===== config.mk =====
export PLATFORM = sky130hd
export DESIGN_NAME = bp_me_wb_master
export DESIGN_NICKNAME = d
export VERILOG_FILES = /design/src/rtl/bp_me_wb_master_pkg.sv /design/src/rtl/bp_me_wb_master_bus_pack.sv /design/src/rtl/bp_me_wb_master.sv
export SDC_FILE = /design/constraint.sdc
export NUM_CORES = 1
export LEC_CHECK = 0
export CORE_ASPECT_RATIO = 0.7
export CORE_MARGIN = 2
export CORE_UTILIZATION = 41
export CTS_BUF_LIST = sky130_fd_sc_hd__clkbuf_8
export CTS_CLUSTER_DIAMETER = 60
export DETAILED_ROUTE_END_ITERATION = 6
export PLACE_DENSITY = 0.9
export SLEW_MARGIN = 20
export SYNTH_ARGS = -nofsm -noshare
export SYNTH_HDL_FRONTEND = slang
export SYNTH_SLANG_ARGS = --single-unit

===== constraint.sdc =====
create_clock -name clk_i -period 2.5 [get_ports clk_i]
set_input_delay 0.25 -clock clk_i [delete_from_list [all_inputs] [get_ports clk_i]]
set_output_delay 0.25 -clock clk_i [all_outputs]
set_load 0.01 [all_outputs]

===== src/rtl/bp_me_wb_master_pkg.sv =====
// Shared BedRock message types, header layout and bridge state encoding
// for the BedRock-to-Wishbone master bridge.
package bp_me_wb_master_pkg;

  localparam int paddr_width_gp   = 40;
  localparam int payload_width_gp = 24;
  localparam int dword_width_gp   = 64;

  typedef enum logic [3:0] {
    e_bedrock_mem_rd    = 4'd0,
    e_bedrock_mem_wr    = 4'd1,
    e_bedrock_mem_uc_rd = 4'd2,
    e_bedrock_mem_uc_wr = 4'd3,
    e_bedrock_mem_pre   = 4'd4,
    e_bedrock_mem_amo   = 4'd5
  } bp_bedrock_mem_type_e;

  typedef enum logic [2:0] {
    e_bedrock_msg_size_1   = 3'd0,
    e_bedrock_msg_size_2   = 3'd1,
    e_bedrock_msg_size_4   = 3'd2,
    e_bedrock_msg_size_8   = 3'd3,
    e_bedrock_msg_size_16  = 3'd4,
    e_bedrock_msg_size_32  = 3'd5,
    e_bedrock_msg_size_64  = 3'd6,
    e_bedrock_msg_size_128 = 3'd7
  } bp_bedrock_msg_size_e;

  typedef struct packed {
    logic [payload_width_gp-1:0] payload;
    bp_bedrock_msg_size_e        size;
    logic [paddr_width_gp-1:0]   addr;
    bp_bedrock_mem_type_e        msg_type;
  } bp_bedrock_mem_header_s;

  localparam int mem_header_width_gp = $bits(bp_bedrock_mem_header_s);

  typedef enum logic [1:0] {e_ready, e_wb, e_resp} bp_me_wb_master_state_e;

endpackage


===== src/rtl/bp_me_wb_master_bus_pack.sv =====
// Picks the addressed sub-word out of a bus-wide value and replicates it
// across the whole bus; sizes at or above the bus width pass through.
module bp_me_wb_master_bus_pack
  import bp_me_wb_master_pkg::*;
#(
  parameter int data_width_p = dword_width_gp,
  localparam int lg_bytes_lp = $clog2(data_width_p/8),
  localparam int off_width_lp = (lg_bytes_lp == 0) ? 1 : lg_bytes_lp
) (
  input  logic [data_width_p-1:0] data_i,
  input  logic [off_width_lp-1:0] sel_i,
  input  bp_bedrock_msg_size_e    size_i,
  output logic [data_width_p-1:0] data_o
);

  logic [data_width_p-1:0] shifted;
  logic [data_width_p-1:0] rep [lg_bytes_lp+1];

  assign shifted = data_i >> {sel_i, 3'b000};

  for (genvar gi = 0; gi <= lg_bytes_lp; gi++) begin : g_size
    localparam int sw_lp = 8 << gi;
    assign rep[gi] = {(data_width_p/sw_lp){shifted[sw_lp-1:0]}};
  end

  always_comb begin
    data_o = rep[lg_bytes_lp];
    for (int i = 0; i < lg_bytes_lp; i++) begin
      if (size_i == 3'(i)) data_o = rep[i];
    end
  end

endmodule


===== src/rtl/bp_me_wb_master.sv =====
// BedRock mem_fwd/mem_rev to Wishbone B4 classic master bridge; one
// single-beat uncached transaction in flight, with optional ack timeout.
module bp_me_wb_master
  import bp_me_wb_master_pkg::*;
#(
  parameter int data_width_p = dword_width_gp,
  parameter int timeout_p    = 1024,
  localparam int lg_bytes_lp     = $clog2(data_width_p/8),
  localparam int wb_adr_width_lp = paddr_width_gp - lg_bytes_lp,
  localparam int wb_sel_width_lp = data_width_p/8
) (
  input  logic                           clk_i,
  input  logic                           reset_ni,
  input  logic [mem_header_width_gp-1:0] mem_fwd_header_i,
  input  logic [data_width_p-1:0]        mem_fwd_data_i,
  input  logic                           mem_fwd_v_i,
  output logic                           mem_fwd_ready_and_o,
  input  logic                           mem_fwd_last_i,
  output logic [mem_header_width_gp-1:0] mem_rev_header_o,
  output logic [data_width_p-1:0]        mem_rev_data_o,
  output logic                           mem_rev_v_o,
  input  logic                           mem_rev_ready_and_i,
  output logic                           mem_rev_last_o,
  output logic [wb_adr_width_lp-1:0]     adr_o,
  output logic [data_width_p-1:0]        dat_o,
  output logic                           cyc_o,
  output logic                           stb_o,
  output logic [wb_sel_width_lp-1:0]     sel_o,
  output logic                           we_o,
  input  logic [data_width_p-1:0]        dat_i,
  input  logic                           ack_i,
  input  logic                           err_i
);

  localparam int off_width_lp   = (lg_bytes_lp == 0) ? 1 : lg_bytes_lp;
  localparam int timer_width_lp = (timeout_p > 1) ? $clog2(timeout_p) : 1;
  localparam bit width_ok_lp    = (data_width_p == 8) || (data_width_p == 16)
                                || (data_width_p == 32) || (data_width_p == 64);

  bp_me_wb_master_state_e  state_q, state_d;
  bp_bedrock_mem_header_s  hdr_q, hdr_d, fwd_hdr;
  logic [data_width_p-1:0] wdata_q, wdata_d, rdata_q, rdata_d;
  logic [timer_width_lp-1:0] timer_q, timer_d;
  logic [off_width_lp-1:0]   offset;
  logic [wb_sel_width_lp-1:0] sel;
  logic fwd_is_uc, is_rd, wb_active, timeout_hit, wb_done;

  assign fwd_hdr     = bp_bedrock_mem_header_s'(mem_fwd_header_i);
  assign fwd_is_uc   = (fwd_hdr.msg_type == e_bedrock_mem_uc_rd)
                     || (fwd_hdr.msg_type == e_bedrock_mem_uc_wr);
  assign is_rd       = hdr_q.msg_type == e_bedrock_mem_uc_rd;
  assign wb_active   = state_q == e_wb;
  assign offset      = hdr_q.addr[off_width_lp-1:0] & off_width_lp'(wb_sel_width_lp - 1);
  assign timeout_hit = (timeout_p != 0) && (timer_q == timer_width_lp'(timeout_p - 1));
  assign wb_done     = ack_i | err_i | timeout_hit;

  // Sub-bus sizes select a contiguous byte lane group; anything wider selects all lanes.
  always_comb begin
    sel = '1;
    if (hdr_q.size < 3'(lg_bytes_lp)) begin
      sel = wb_sel_width_lp'((32'd1 << (32'd1 << hdr_q.size)) - 32'd1) << offset;
    end
  end

  always_ff @(posedge clk_i or negedge reset_ni) begin
    if (!reset_ni) begin
      state_q <= e_ready;
      hdr_q   <= '0;
      wdata_q <= '0;
      rdata_q <= '0;
      timer_q <= '0;
    end else begin
      state_q <= state_d;
      hdr_q   <= hdr_d;
      wdata_q <= wdata_d;
      rdata_q <= rdata_d;
      timer_q <= timer_d;
    end
  end

  always_comb begin
    state_d = state_q;
    hdr_d   = hdr_q;
    wdata_d = wdata_q;
    rdata_d = rdata_q;
    timer_d = timer_q;
    unique case (state_q)
      e_ready: if (mem_fwd_v_i) begin
        hdr_d   = fwd_hdr;
        wdata_d = mem_fwd_data_i;
        rdata_d = '0;
        timer_d = '0;
        state_d = fwd_is_uc ? e_wb : e_resp;
      end
      e_wb: begin
        timer_d = timer_q + 1'b1;
        if (wb_done) begin
          // Error wins over a simultaneous ack; timeouts also return zero.
          rdata_d = (is_rd && ack_i && !err_i) ? dat_i : '0;
          state_d = e_resp;
        end
      end
      e_resp: if (mem_rev_ready_and_i) state_d = e_ready;
      default: state_d = e_ready;
    endcase
  end

  assign mem_fwd_ready_and_o = state_q == e_ready;
  assign cyc_o            = wb_active;
  assign stb_o            = wb_active;
  assign we_o             = wb_active && (hdr_q.msg_type == e_bedrock_mem_uc_wr);
  assign adr_o            = wb_active ? hdr_q.addr[paddr_width_gp-1:lg_bytes_lp] : '0;
  assign dat_o            = wb_active ? wdata_q : '0;
  assign sel_o            = wb_active ? sel : '0;
  assign mem_rev_v_o      = state_q == e_resp;
  assign mem_rev_header_o = hdr_q;
  assign mem_rev_last_o   = 1'b1;

  bp_me_wb_master_bus_pack #(.data_width_p(data_width_p)) u_pack (
    .data_i(rdata_q),
    .sel_i (offset),
    .size_i(hdr_q.size),
    .data_o(mem_rev_data_o)
  );

  assert property (@(posedge clk_i) width_ok_lp);
  assert property (@(posedge clk_i) disable iff (!reset_ni) mem_fwd_v_i |-> mem_fwd_last_i);

endmodule

; ---- Word-level counts from Yosys, hierarchy flattened
; Index checks and enable logic that the tools add are counted.
[totals]
reg_bits = 211
latchBits = 0
ramBits = 0
rom_bits = 0
inputBits = 206
out_inout_bits = 250
elab_cells = 59
mem_count = 0
[op_classes]
addsub = 2
mul = 0
n_div = 0
n_lt_le_gt_ge = 1
n_eq_ne = 12
shift = 4
n_mux = 18
bitwise_logic = 2
reduce_logical = 12
[ops]
columns = op, count
row1 = 64-bit two-way mux, 7
row2 = 64-bit case mux with 2 select lines, 1
row3 = 64-bit by 6-bit right shift with 64-bit output, 1
row4 = 37-bit two-way mux, 1
row5 = 1-bit by 3-bit << shifter with 32-bit output (first input constant), 1
row6 = 1-bit by 32-bit << shifter with 8-bit output (first input constant), 1
row7 = 10-bit case mux with 2 select lines, 1
row8 = 4-bit by 2-bit == test with 1-bit output (second input constant), 4
row9 = 8-bit two-way mux, 2
row10 = 10-bit by 1-bit adder with 10-bit output (second input constant), 1
row11 = 10-bit == test (second input constant), 1
row12 = 10-bit two-way mux, 1
row13 = 2-bit two-way mux, 4
row14 = 8-bit by 3-bit << shifter with 8-bit output, 1
row15 = 8-bit by 1-bit subtractor with 8-bit output (second input constant), 1
row16 = 2-bit case mux with 3 select lines, 1
row17 = 3-bit AND reduction, 2
row18 = 2-bit by 1-bit != test with 1-bit output (second input constant), 2
row19 = 2-bit AND reduction, 2
row20 = 3-bit by 1-bit == test with 1-bit output (second input constant), 1
row21 = 3-bit by 2-bit == test with 1-bit output (second input constant), 1
row22 = 1-bit logical AND, 3
row23 = 3-bit logical NOT, 1
row24 = 3-bit by 2-bit less-than comparator with 1-bit output (second input constant), 1
row25 = 8 further kinds, 9

; ---- Longest topological paths before layout
[depth]
word_depth = 6
depth_mapped = 11
depth_no_buf = 8

; ---- Hierarchy
; Synthesis repeated with hierarchy kept, for this count alone.
[hier_totals]
cells_unflattened = 1339
hier_area_um2 = 11989.0
[modules_own_cells]
columns = mod, instances, cells_per_inst, area_each_um2, seq_area_each_um2
row1 = bp_me_wb_master, 1, 969, 9098.7, 5280.1
row2 = bp_me_wb_master_bus_pack, 1, 370, 2890.3, 0.0

; ---- Least setup slack after synthesis
; No wires, ideal clock.
[synth_path]
path_type = reg-to-output
from = register hdr_q, in the netlist mem_rev_header_o[46]
to = output port sel_o[6]
arrival_time_ns = 2.650
t_required_ns = 2.250
setup_slack_ns = -0.400
path_stages_with_launch = 12
path_buffers = 3
cell_sequence = dfrtp_1 or2_1 clkbuf_1 nor2_1 inv_1 buf_2 ha_1 clkbuf_1 or3_1 a211oi_1 a311oi_1 a311oi_1
[synth_via]
elab_chain_len = 6
elab_cells_between_ends = 7
cone_classes = add/sub (1) / order compare (1) / shift (3) / mux (2)
[synth_rtl]
columns = item, line_no
row1 = start: declaration, bp_me_wb_master.sv:41  ; bp_bedrock_mem_header_s hdr_q, hdr_d, fwd_hdr;
row2 = start signal: assignment, bp_me_wb_master.sv:74  ; hdr_q <= hdr_d;
row3 = 1-bit by 3-bit << shifter with 32-bit output, bp_me_wb_master.sv:61  ; sel = wb_sel_width_lp'((32'd1 << (32'd1 << hdr_q.size)) - 32'd1) << offset;
row4 = 1-bit by 32-bit << shifter with 8-bit output, bp_me_wb_master.sv:61
row5 = 8-bit by 1-bit subtractor with 8-bit output, bp_me_wb_master.sv:61
row6 = 8-bit by 3-bit << shifter with 8-bit output, bp_me_wb_master.sv:61
row7 = 8-bit two-way mux (*), bp_me_wb_master.sv:60  ; if (hdr_q.size < 3'(lg_bytes_lp)) begin
row8 = 8-bit two-way mux (*), bp_me_wb_master.sv:114  ; assign sel_o = wb_active ? sel : '0;
row9 = end: declaration, bp_me_wb_master.sv:28  ; output logic [wb_sel_width_lp-1:0] sel_o,
; Mark *: on every way between the ends. The rest lies on a longest branch, timed or not.

; ---- Worst setup path after layout
[layout_path]
from = register hdr_q, in the netlist mem_rev_header_o[4]
to = output port mem_rev_data_o[44]
[layout_via]
elab_chain_len = 4
[layout_rtl]
columns = item, line_no
row1 = 64-bit by 6-bit right shift with 64-bit output (*), bp_me_wb_master_bus_pack.sv:19  ; assign shifted = data_i >> {sel_i, 3'b000};
row2 = 64-bit two-way mux (2 in series), bp_me_wb_master_bus_pack.sv:29  ; if (size_i == 3'(i)) data_o = rep[i];
row3 = 64-bit two-way mux (*), bp_me_wb_master_bus_pack.sv:29
row4 = end: declaration, bp_me_wb_master.sv:20  ; output logic [data_width_p-1:0] mem_rev_data_o,
; Marks and branches as above.

==> out/metrics.cfg <==
[worst_setup_path]
path_cells=buf_12, mux4_2, a222oi_1, buf_4, nand2b_4, o211ai_1, buf_2
worst_setup_path_end_kind=output port
crit_slowest_cell=mux4_2
required_ns=2.25
cp_max_fo=6
worst_setup_path_start_kind=register
slowest_delay_ns=0.52
critical_path_class=reg -> out
cp.arrival_ns=2.68

[placement]
gp_congestion=1.01
dp_cells=2267
port_buffers=453
post-dp-hpwl_microns=37100
placed_area_sq_um=17900

[sta]
slew_headroom_pct=53.1
skew_ns=0.00987
rsz0062_at_grt=true
timing.final.ws_setup_ns=-0.430
finalCriticalPeriod_ns=2.93
period_share_pct=117
finalSetupViolCount=72
maxSlewViolCount=0
worst_slew_pin_slew_ns=0.695
max_freq_mhz=341
hold_viol_final=0
fin_setup_tns_ns=-19.37

[cells_and_area]
mostFrequentLayoutCells=nand2_1, clkdlybuf4s50_1, dfrtp_1, buf_4, and2_1
area_delta_synth_final_pct=70.1
drive_above_1_share_pct=27.5
final_common_cell=nand2_1
finalNetCount=2211
final_area_sq_um=20200
fillers=2028
final_cells=2409

[run_status]
violations=negative setup slack
status=finished with violations

[global_routing]
grt_max_degree=134
busiest_layer=met2
grt_pass1_vias=13300
grtUsageMet2_pct=50.3
overflow=0
antenna_found_initial=8
use_met1_pct=44.1
met3_usage_pct=11.6
grt_usage_pct=33.4
grt_pass1_wl_microns=78800

[synthesis]
syn_inst=1373
synth_edf_count=0
synth_cell_types=67
async_reset_ff_share_pct=100
yosysSeqAreaShare_pct=44.5
syn-cell-area_sq_um=11900
ys.flop_type=dfrtp_1
ys_seq_elements=211
ys_warn_count=0
syn_area_per_cell_sq_um=8.64

[clock_network]
clk_pin_slew_worst_paths_ns=0.07
cts_root_buffer=clkbuf_8
cts_tree=yes
cts-buffers-inserted=35
htree_levels=2
clk_latency_ns=0.55
cts_sinks=211
clockBufferDepth=3

[drt]
routed_wl_microns=54400
num_vias=13700
drt_iter0_markers=1574
drc_errors=0
first_pass_iters=7
avgRoutedWirePerCell_microns=22.6
via_per_inst=5.67
ant_nets=0

[job]
maxCapViolations=0

[floorplanning]
die_y_microns=146
std_cell_rows=52
die_w_microns=207
die_area_sq_um=30300
ioPinCount=456
start_util_pct=41.3
coreArea_sq_um=28700

[power]
p_per_area_nw_per_um2=681
cellLeakagePower_nw=9.76
vdd_drop_max_mv=0.499

[min_path]
hold_class=in -> reg

[final cells by class]
type	count	area, sq um	area share, %
Timing Repair Buffer	701	6640	32.9
Clock buffer	43	592	2.93
Antenna cell	6	15.0	0.0744
Multi-Input combinational cell	1029	6980	34.6
Clock inverter	16	81.3	0.403
Tap cell	378	473	2.34
Inverter	25	110	0.546
Sequential cell	211	5290	26.2
[flip-flops by register name (all words and copies together), names as in the netlist]
signal	flops
mem_rev_header_o	71
rdata_q	64
wdata_q	64
state_q	2
timer_q	10
[report_power, final]
part           total, mW  internal (mW)  leakage (nW)  switching, mW
clock               3.01           1.56         0.367           1.46
sequential          4.42           4.01          2.72          0.408
combinational       6.30           2.98          6.67           3.32
total               13.7           8.55          9.76           5.19
[cells in the mapped netlist, types with 5 or more instances]
| cell | n | share of area (%) |
|---|---|---|
| buf_2 | 28 | 1.2 |
| o211ai_1 | 14 | 0.89 |
| clkbuf_1 | 68 | 2.2 |
| o2bb2ai_1 | 7 | 0.52 |
| o32ai_1 | 7 | 0.52 |
| buf_4 | 7 | 0.44 |
| nand2b_1 | 12 | 0.63 |
| o221ai_1 | 8 | 0.59 |
| nand4_1 | 5 | 0.26 |
| dfrtp_1 | 211 | 45 |
| a22oi_1 | 5 | 0.32 |
| and2_1 | 104 | 5.5 |
| o22ai_1 | 16 | 0.84 |
| nand2_1 | 459 | 15 |
| mux2_2 | 20 | 1.9 |
| mux4_2 | 8 | 1.5 |
| nor3_1 | 11 | 0.46 |
| a21oi_1 | 32 | 1.4 |
| nor2b_1 | 7 | 0.37 |
| mux2i_1 | 67 | 5.7 |
| a22o_1 | 67 | 4.9 |
| nor2_1 | 35 | 1.1 |
| nand3_1 | 11 | 0.46 |
| a31oi_1 | 10 | 0.53 |
| inv_1 | 24 | 0.76 |
| o21ai_0 | 44 | 1.9 |
[critical path: cells and delay by family (launching register included)]
family	cells	cell delay [ns]
buffers and inverters	3	0.53
multiplexers	1	0.52
AO/OA/AOI/OAI	2	0.47
flip-flops	1	0.47
AND/OR/NAND/NOR	1	0.12
[cells by family after synthesis]
logic type,count (synthesis),share of synthesized area (%)
simple gates,670,25.0
buf+inv,134,4.84
xor+xnor,3,0.222
flops,211,44.5
compound gates,253,15.4
mux,99,9.77
other cells,1,0.0316
fa+ha+maj,2,0.211
[what timing repair did]
action	in CTS	in global routing
pin swaps	54	49
setup buffers	40	40
hold buffers	1	0
setup endpoints to repair	176	83
resized for setup	515	148
cloned	6	3
endpoints found under the hold margin	54	0
[layer usage]
metal | vias to the layer above | wire [microns] | share of wire (%)
met3 | 188 | 6390 | 12
li1 | 5968 | - | -
met2 | 926 | 24300 | 45
met4 | 4 | 2360 | 4.3
met5 | - | 26 | 0.048
met1 | 6582 | 21200 | 39
[metrics by stage]
stage | setup slack (ns) | power (mW) | util (%) | hold slack, ns
global route | -0.520 | 14.3 | 70.3 | 0.214
floorplan | -0.0449 | 6.72 | - | -0.0456
detailed placement | -0.330 | 9.59 | 62.4 | 0.277
finish | -0.430 | 13.7 | 70.3 | 0.220
global placement | -0.305 | 9.44 | 62.4 | 0.267
CTS | -0.428 | 13.0 | 67.0 | 0.195
[final timing paths]
check	end	slack [ns]	depth (start not counted)	startpoint
min reg2reg	wdata_q[35]$_DFFE_PN0P_	0.47	2	wdata_q[35]$_DFFE_PN0P_
max reg2reg	rdata_q[38]$_DFFE_PN0P_	0.13	6	timer_q[0]$_DFFE_PN0P_
min in group asynchronous	rdata_q[42]$_DFFE_PN0P_	0.26	2	reset_ni
min	mem_rev_header_o[33]$_DFFE_PN0P_	0.22	3	mem_fwd_header_i[33]
max	mem_rev_data_o[44]	-0.43	7	mem_rev_header_o[4]$_DFFE_PN0P_
max in group asynchronous	mem_rev_header_o[52]$_DFFE_PN0P_	1.39	3	reset_ni
No activity file was read; power rests on OpenSTA's default activity.
